===== src/rtl/alu_issue_ctrl.sv =====
// alu_issue_ctrl: issue/sequencing controller in front of the 32-bit ALU.
// One operation is in flight at a time. Its operands and opcode are held
// stable for a per-class number of cycles. After that the result, flags and
// HI/LO are captured and returned over a valid/ready response channel.
// Optional feature: define ALU_STICKY_OVF_EN to add a sticky overflow flag
// (ports ovf_sticky / ovf_clr).
module alu_issue_ctrl #(
    parameter int unsigned ALU_CYCLES = 1,
    parameter int unsigned MUL_CYCLES = 4
) (
    input  logic        clk,
    input  logic        rst_n,
    input  logic        req_valid,
    output logic        req_ready,
    input  logic [6:0]  req_op,
    input  logic [31:0] req_a,
    input  logic [31:0] req_b,
    output logic        rsp_valid,
    input  logic        rsp_ready,
    output logic [31:0] rsp_result,
    output logic [3:0]  rsp_flags,
    output logic        rsp_err,
    output logic [31:0] hi_reg,
    output logic [31:0] lo_reg,
    output logic [6:0]  alu_op,
    output logic [31:0] alu_in1,
    output logic [31:0] alu_in2,
    input  logic [31:0] alu_result,
    input  logic [31:0] alu_hi,
    input  logic [31:0] alu_lo,
    input  logic [3:0]  alu_flags,
`ifdef ALU_STICKY_OVF_EN
    output logic        ovf_sticky,
    input  logic        ovf_clr,
`endif
    output logic        busy
);

    // Opcode of the ALU default class; it yields result 0 while idle.
    localparam logic [6:0] OP_DFLT  = 7'b111_0000;
    localparam logic [6:0] OP_MULTU = 7'b000_0001;
    localparam logic [6:0] OP_MULT  = 7'b000_0010;

    // The counter is loaded with L-1 so that the capture edge is E0+L.
    localparam logic [7:0] ALU_LD = 8'(ALU_CYCLES - 1);
    localparam logic [7:0] MUL_LD = 8'(MUL_CYCLES - 1);

    typedef enum logic [1:0] {
        IDLE = 2'd0,
        EXEC = 2'd1,
        RESP = 2'd2
    } state_t;

    state_t      state_q;
    logic [6:0]  op_q;
    logic [31:0] a_q;
    logic [31:0] b_q;
    logic [7:0]  cnt_q;
    logic [7:0]  cnt_d;
    logic        req_ready_q;
    logic        rsp_valid_q;
    logic [31:0] rsp_result_q;
    logic [3:0]  rsp_flags_q;
    logic        rsp_err_q;
    logic [31:0] hi_q;
    logic [31:0] lo_q;
    logic        busy_q;

    logic        capture;
    logic        op_undef;
    logic        op_is_mul;

    // Hold-time selection for an incoming request, plus the capture/class decode of the held op.
    always_comb begin
        cnt_d     = ((req_op == OP_MULTU) || (req_op == OP_MULT)) ? MUL_LD : ALU_LD;
        capture   = (state_q == EXEC) && (cnt_q == 8'd0);
        op_undef  = (op_q[6:4] > 3'b011);
        op_is_mul = (op_q == OP_MULTU) || (op_q == OP_MULT);
    end

    // The ALU inputs come straight from the held registers, so they only move on accept/release edges.
    assign alu_op     = op_q;
    assign alu_in1    = a_q;
    assign alu_in2    = b_q;
    assign req_ready  = req_ready_q;
    assign rsp_valid  = rsp_valid_q;
    assign rsp_result = rsp_result_q;
    assign rsp_flags  = rsp_flags_q;
    assign rsp_err    = rsp_err_q;
    assign hi_reg     = hi_q;
    assign lo_reg     = lo_q;
    assign busy       = busy_q;

    // Issue FSM with registered handshake outputs and response/HI/LO capture.
    always_ff @(posedge clk or negedge rst_n) begin
        if (!rst_n) begin
            state_q      <= IDLE;
            op_q         <= OP_DFLT;
            a_q          <= '0;
            b_q          <= '0;
            cnt_q        <= '0;
            req_ready_q  <= 1'b1;
            rsp_valid_q  <= 1'b0;
            rsp_result_q <= '0;
            rsp_flags_q  <= '0;
            rsp_err_q    <= 1'b0;
            hi_q         <= '0;
            lo_q         <= '0;
            busy_q       <= 1'b0;
        end else begin
            case (state_q)
                IDLE: begin
                    if (req_valid) begin
                        op_q        <= req_op;
                        a_q         <= req_a;
                        b_q         <= req_b;
                        cnt_q       <= cnt_d;
                        req_ready_q <= 1'b0;
                        busy_q      <= 1'b1;
                        state_q     <= EXEC;
                    end
                end
                EXEC: begin
                    if (cnt_q != 8'd0) begin
                        cnt_q <= cnt_q - 8'd1;
                    end else begin
                        // Undefined classes still run for ALU_CYCLES but return a clean zero result.
                        rsp_result_q <= op_undef ? 32'd0 : alu_result;
                        rsp_flags_q  <= op_undef ? 4'd0 : alu_flags;
                        rsp_err_q    <= op_undef;
                        if (op_is_mul) begin
                            hi_q <= alu_hi;
                            lo_q <= alu_lo;
                        end
                        rsp_valid_q <= 1'b1;
                        state_q     <= RESP;
                    end
                end
                RESP: begin
                    if (rsp_ready) begin
                        rsp_valid_q <= 1'b0;
                        op_q        <= OP_DFLT;
                        req_ready_q <= 1'b1;
                        busy_q      <= 1'b0;
                        state_q     <= IDLE;
                    end
                end
                default: begin
                    state_q <= IDLE;
                end
            endcase
        end
    end

`ifdef ALU_STICKY_OVF_EN
    logic ovf_sticky_q;

    // Sticky overflow flag: a set on a capture edge takes priority over a clear on the same edge.
    always_ff @(posedge clk or negedge rst_n) begin
        if (!rst_n) begin
            ovf_sticky_q <= 1'b0;
        end else if (capture && alu_flags[2]) begin
            ovf_sticky_q <= 1'b1;
        end else if (ovf_clr) begin
            ovf_sticky_q <= 1'b0;
        end
    end

    assign ovf_sticky = ovf_sticky_q;
`else
    logic unused_capture;
    assign unused_capture = capture;
`endif

endmodule


===== config.mk =====
export PLATFORM = sky130hd
export DESIGN_NAME = alu_issue_ctrl
export DESIGN_NICKNAME = d
export VERILOG_FILES = /design/src/rtl/alu_issue_ctrl.sv
export SDC_FILE = /design/constraint.sdc
export NUM_CORES = 1
export LEC_CHECK = 0
export ABC_AREA = 1
export BUFFER_PORTS_ARGS = -buffer_cell sky130_fd_sc_hd__buf_2
export CORE_MARGIN = 4
export CORE_UTILIZATION = 42
export DETAILED_ROUTE_END_ITERATION = 12
export MAX_ROUTING_LAYER = met4
export PLACE_DENSITY = 0.74
export SLEW_MARGIN = 0
export SYNTH_ARGS = -nofsm -noshare
export SYNTH_HDL_FRONTEND = slang
export SYNTH_SLANG_ARGS = --single-unit

===== constraint.sdc =====
create_clock -name clk -period 1.65 [get_ports clk]
set_input_delay 0.0825 -clock clk [delete_from_list [all_inputs] [get_ports clk]]
set_output_delay 0.0825 -clock clk [all_outputs]
set_load 0.1 [all_outputs]

* Yosys cells after proc, flatten, opt, wreduce, memory -nomap -nowiden
Index checks and enable logic that the tools add are counted.
** Storage, ports and cells
- Register bits after elaboration :: 185
- Bits in latches :: 0
- Memory bits (writable) :: 0
- ROM bits :: 0
- Input bits :: 175
- Output and inout bits :: 175
- Word-level logic and storage cells :: 61
- Memories :: 0
** Cells by class
- $add $sub $neg :: 1
- $mul :: 0
- Divide/modulo/power cells :: 0
- $lt $le $gt $ge :: 1
- Equal/unequal tests :: 10
- Shift operators :: 0
- Multiplexer cells :: 21
- Bitwise logic cells :: 1
- Reduce and logical (&&, ||, !) cells :: 14
** Operator list (count)
- $mux W32 :: 1
- $mux W8 :: 2
- $pmux W8 S2 :: 1
- $reduce_and A3 Y1 :: 5
- $eq A7 B1 Y1 const B :: 2
- $eq A7 B2 Y1 const B :: 2
- $mux W7 :: 2
- $pmux W7 S2 :: 1
- $mux W2 :: 4
- $reduce_bool A8 Y1 :: 1
- $sub A8 B1 Y8 const B :: 1
- $ne A2 B2 Y1 const B :: 3
- $pmux W1 S2 :: 3
- $pmux W2 S3 :: 1
- $reduce_bool A2 Y1 :: 3
- $mux W1 :: 5
- $mux W4 :: 1
- $reduce_and A2 Y1 :: 2
- $gt A3 B2 Y1 const B :: 1
- $eq A2 B1 Y1 const B :: 1
- $eq A2 B2 Y1 const B :: 1
- $logic_not A2 Y1 :: 1
- $logic_or A1 B1 Y1 :: 2
- $ne A2 B1 Y1 const B :: 1
- $not A1 Y1 :: 1

* Logic depth before layout (Yosys ltp)
- Depth in word-level cells :: 5
- Depth in mapped cells :: 10
- Mapped depth without buffers :: 9

* Worst setup path after synthesis
No wires, ideal clock.
- Kind :: reg-to-reg
- Start point :: register op_q[1] (netlist: alu_op[1])
- End point :: register hi_q[0] (netlist: hi_reg[0])
- Library setup time :: 0.069 ns
- Data arrival time :: 1.974 ns
- Required time :: 1.581 ns
- Path slack :: -0.394 ns
- Cell stages (with the launch flop) :: 7
- Path buffers :: 2
- Period minus slack after synthesis :: 2.044 ns
- Cell sequence :: dfrtp_1 -> xor2_1 -> nand3_1 -> clkbuf_1 -> clkbuf_1 -> o21ai_0 -> nand2_1
** Between the ends
- Word-level cells in the longest chain between the ends :: 3
- Elaborated cells between the ends (all ways) :: 4
- Those cells by class :: eq/ne (2); reduce/logical (2)
** RTL lines
- start: declaration :: line 55 : logic [6:0] op_q;
- start signal: assignment :: line 114 : op_q <= req_op;
- $eq A7 B1 Y1 or $eq A7 B2 Y1 (tied branches) :: line 78 : op_is_mul = (op_q == OP_MULTU) || (op_q == OP_MULT);
- $logic_or A1 B1 Y1 (*) :: line 78
- $reduce_and A3 Y1 (no line) (*)
- end signal: assignment :: line 132 : hi_q <= alu_hi;
- end: declaration :: line 65 : logic [31:0] hi_q;
Mark *: on every way between the ends. The rest lies on a longest branch, timed or not.
A chain may end at the register's enable or synchronous reset.

* Worst setup path after layout
- Start point :: register cnt_q[1]
- End point :: register lo_q[25] (netlist: lo_reg[25])
** Between the ends
- Word-level cells in the longest chain between the ends :: 3
** RTL lines
- start: declaration :: line 58 : logic [7:0] cnt_q;
- start signal: assignment :: line 117 : cnt_q <= cnt_d;
- start signal: assignment :: line 125 : cnt_q <= cnt_q - 8'd1;
- $reduce_bool A8 Y1 :: line 124 : if (cnt_q != 8'd0) begin
- $not A1 Y1 (no line)
- $reduce_and A3 Y1 (no line)
- end signal: assignment :: line 133 : lo_q <= alu_lo;
- end: declaration :: line 66 : logic [31:0] lo_q;
Every way passes these cells.

==> impl_metrics.tcl <==
set metrics [dict create \
    finClkSkew_ps 11.93 \
    setup_ws_ps -95.66 \
    rsz0062_at_grt "yes" \
    outcome "finished with violations" \
    drt_iter0_markers 544 \
    core_sq_um 17240 \
    violations "negative setup slack" \
    synth_area_per_cell_sq_um 8.802 \
    path_class "flop to flop" \
    reg2regPathDepth 8 \
    layout_commonest_cell "nand2_1" \
    tightest_slew_ps 545.6 \
    cp_max_fo 23 \
    place_congestion 0.8572 \
    synth_top_cell_by_area "dfrtp_1" \
    startpoint_type "flop" \
    slew_viol_final 0 \
    yosysSeqAreaShare_pct 63.06 \
    routedWlPerCell_microns 18.06 \
    worst-path-buf-inv 2 \
    clk_latency_ps 420 \
    htreeDepth 4 \
    syn2layout_area_growth_pct 68.52 \
    cts_root_buf "clkbuf_16" \
    path_delay_family "simple AND/OR/NAND/NOR gates" \
    nNetsFinal 1553 \
    syn_nets 1012 \
    slowest_delay_ps 390 \
    track_usage_pct 27.27 \
    pin_count 350 \
    synth_cell_type_count 28 \
    grt_start_max_net_pins 72 \
    final_antenna_net_count 0 \
    rr_endpoint "lo_reg[25]" \
    crit_required_ps 1950 \
    synth_cells 835 \
    slew_headroom_pct 63.88 \
    r2r-start "cnt_q[1]" \
    min_period_over_period_pct 105.8 \
    drt_pass1_iterations 5 \
    port-buffer-count 349 \
    critPathArrivalTime_ps 2050 \
    yosys_warnings 0 \
    yosys.area.top_type_share_pct 61.63 \
    die_h_microns 140.3 \
    final_util_pct 71.86 \
    setup_violations 49 \
    wirelength_mm 29.19 \
    cts_buffers 17 \
    end_kind "flop" \
    antenna_found_initial 0 \
    clock_sinks 185 \
    final_hold_viol_count 0 \
    fillers 1140 \
    syn_area_sq_um 7350 \
    drive_gt1_share_pct 36.14 \
    drcViolationCount 0 \
    synth-seq-cells 185 \
    max_clock_freq_mhz 572.9 \
    crit_path_top_delay_cell "dfrtp_1" \
    clkTransAtPathRegs_ps 80 \
    dp_hpwl_mm 15.64 \
    overflow 0 \
    fp.dieW_microns 140.3 \
    grt_pass1_vias 8132 \
    vias_per_cell 5.042 \
    crit_chain "inv_2 > ha_4 > nand3_4 > nor2_4 > nand2_8 > buf_12 > o21ai_0 > nand2_1" \
    vias 8148 \
    final_cell_mix "417 x nand2_1, 347 x buf_2, 177 x dfrtp_1" \
    hp-class "primary input to async pin" \
    start_util_pct 42.64 \
    reg2reg_slack_ps -100 \
    post-route-min-period_ps 1746 \
    ys_top_cells_by_area "dfrtp_1 62%, nand2_1 24%, o21ai_0 4.8%" \
    rows 48 \
    cts_buffer_depth 2 \
    grt_pass1_wl_mm 42.05 \
    die_area_sq_um 19680 \
    max_cap_viol_count 0 \
    cts_tree "done" \
]
[repair_timing]
action | in CTS | in global routing
hold buffers | 173 | 0
endpoints found under the hold margin | 354 | 0
endpoints found under the setup margin | 49 | 102
buffers inserted | 2 | 3
gates cloned | 0 | 10
gates resized for setup | 0 | 115
pin swaps | 1 | 4
[per-layer routing]
metal / track usage, % / up-vias / wire length, microns
li1: - / 3672 / -
met1: 33.06 / 3768 / 10610
met2: 44.61 / 590 / 14410
met3: 5.531 / 118 / 2710
met4: 11.52 / 0 / 1457
met5: - / - / 0
[Yosys cell counts]
master and instances:
xor2_1 4, buf_4 3, dfstp_2 4, or2_2 1
inv_1 16, nand2_2 1, ha_1 2, buf_6 7
nand3b_1 1, o21ai_1 1, inv_2 1, nor3_1 3
buf_1 2, a21oi_1 2, nand2_1 470, nor2_8 1
buf_2 3, nand3_1 6, nand4_1 3, clkbuf_1 27
a22o_1 2, dfrtp_1 181, nor2_1 18, o21ai_0 70
nor2_2 3, xnor2_1 1, o22a_1 1, nor2_4 1
[how the worst max path moves through the flow]
stage                          from  cells after the start    endpoint  slack (ps)
after floorplan           alu_op[1]                      6   hi_reg[0]          30
after global placement     cnt_q[0]                      9  hi_reg[10]          70
after detailed placement   cnt_q[1]                      8  lo_reg[28]         -30
after CTS                  cnt_q[1]                      8  hi_reg[17]           1
after global routing       cnt_q[1]                      8  lo_reg[28]        -210
final                      cnt_q[1]                      8  lo_reg[25]        -100
[area by class of cell]
class,count,area (sq um),area share [%]
flip-flops and latches,185,4658,37.61
multi-input cells,592,2686,21.69
clock inverters,14,157.7,1.273
repair buffers,563,4104,33.13
diodes,2,5.005,0.04041
well taps,225,281.5,2.273
inverters,17,63.81,0.5152
clock buffers,18,429.2,3.465
[metrics by stage]
stage	instances	TNS, ps	cell area, sq um	setup WS (ps)	hold WS, ps
finish	1616	-1538	12390	-95.66	151.8
global route	1614	-9068	12380	-207.7	165.1
CTS	1601	0	11880	1.449	132.0
detailed placement	1394	-203.6	9543	-30.27	32.51
global placement	1394	0	9543	65.47	31.11
floorplan	835	0	7392	31.04	-213.1
[cells by family (layout without fill, tap and decap cells)]
| logic type | count (synthesis) | after routing | synth area share (%) |
|---|---|---|---|
| AOI/OAI and AO/OA | 76 | 76 | 5.329 |
| xor gates and xnor gates | 5 | 5 | 0.5958 |
| adders and majority gates | 2 | 2 | 0.3404 |
| buffers and inverters | 59 | 612 | 3.933 |
| DFF | 185 | 185 | 63.06 |
| other | 0 | 2 | 0 |
| and+or+nand+nor | 508 | 509 | 26.75 |
Power is left out: the tool's default activity adds up to more than one toggle a clock period on the data nets, which glitch-free logic cannot reach.
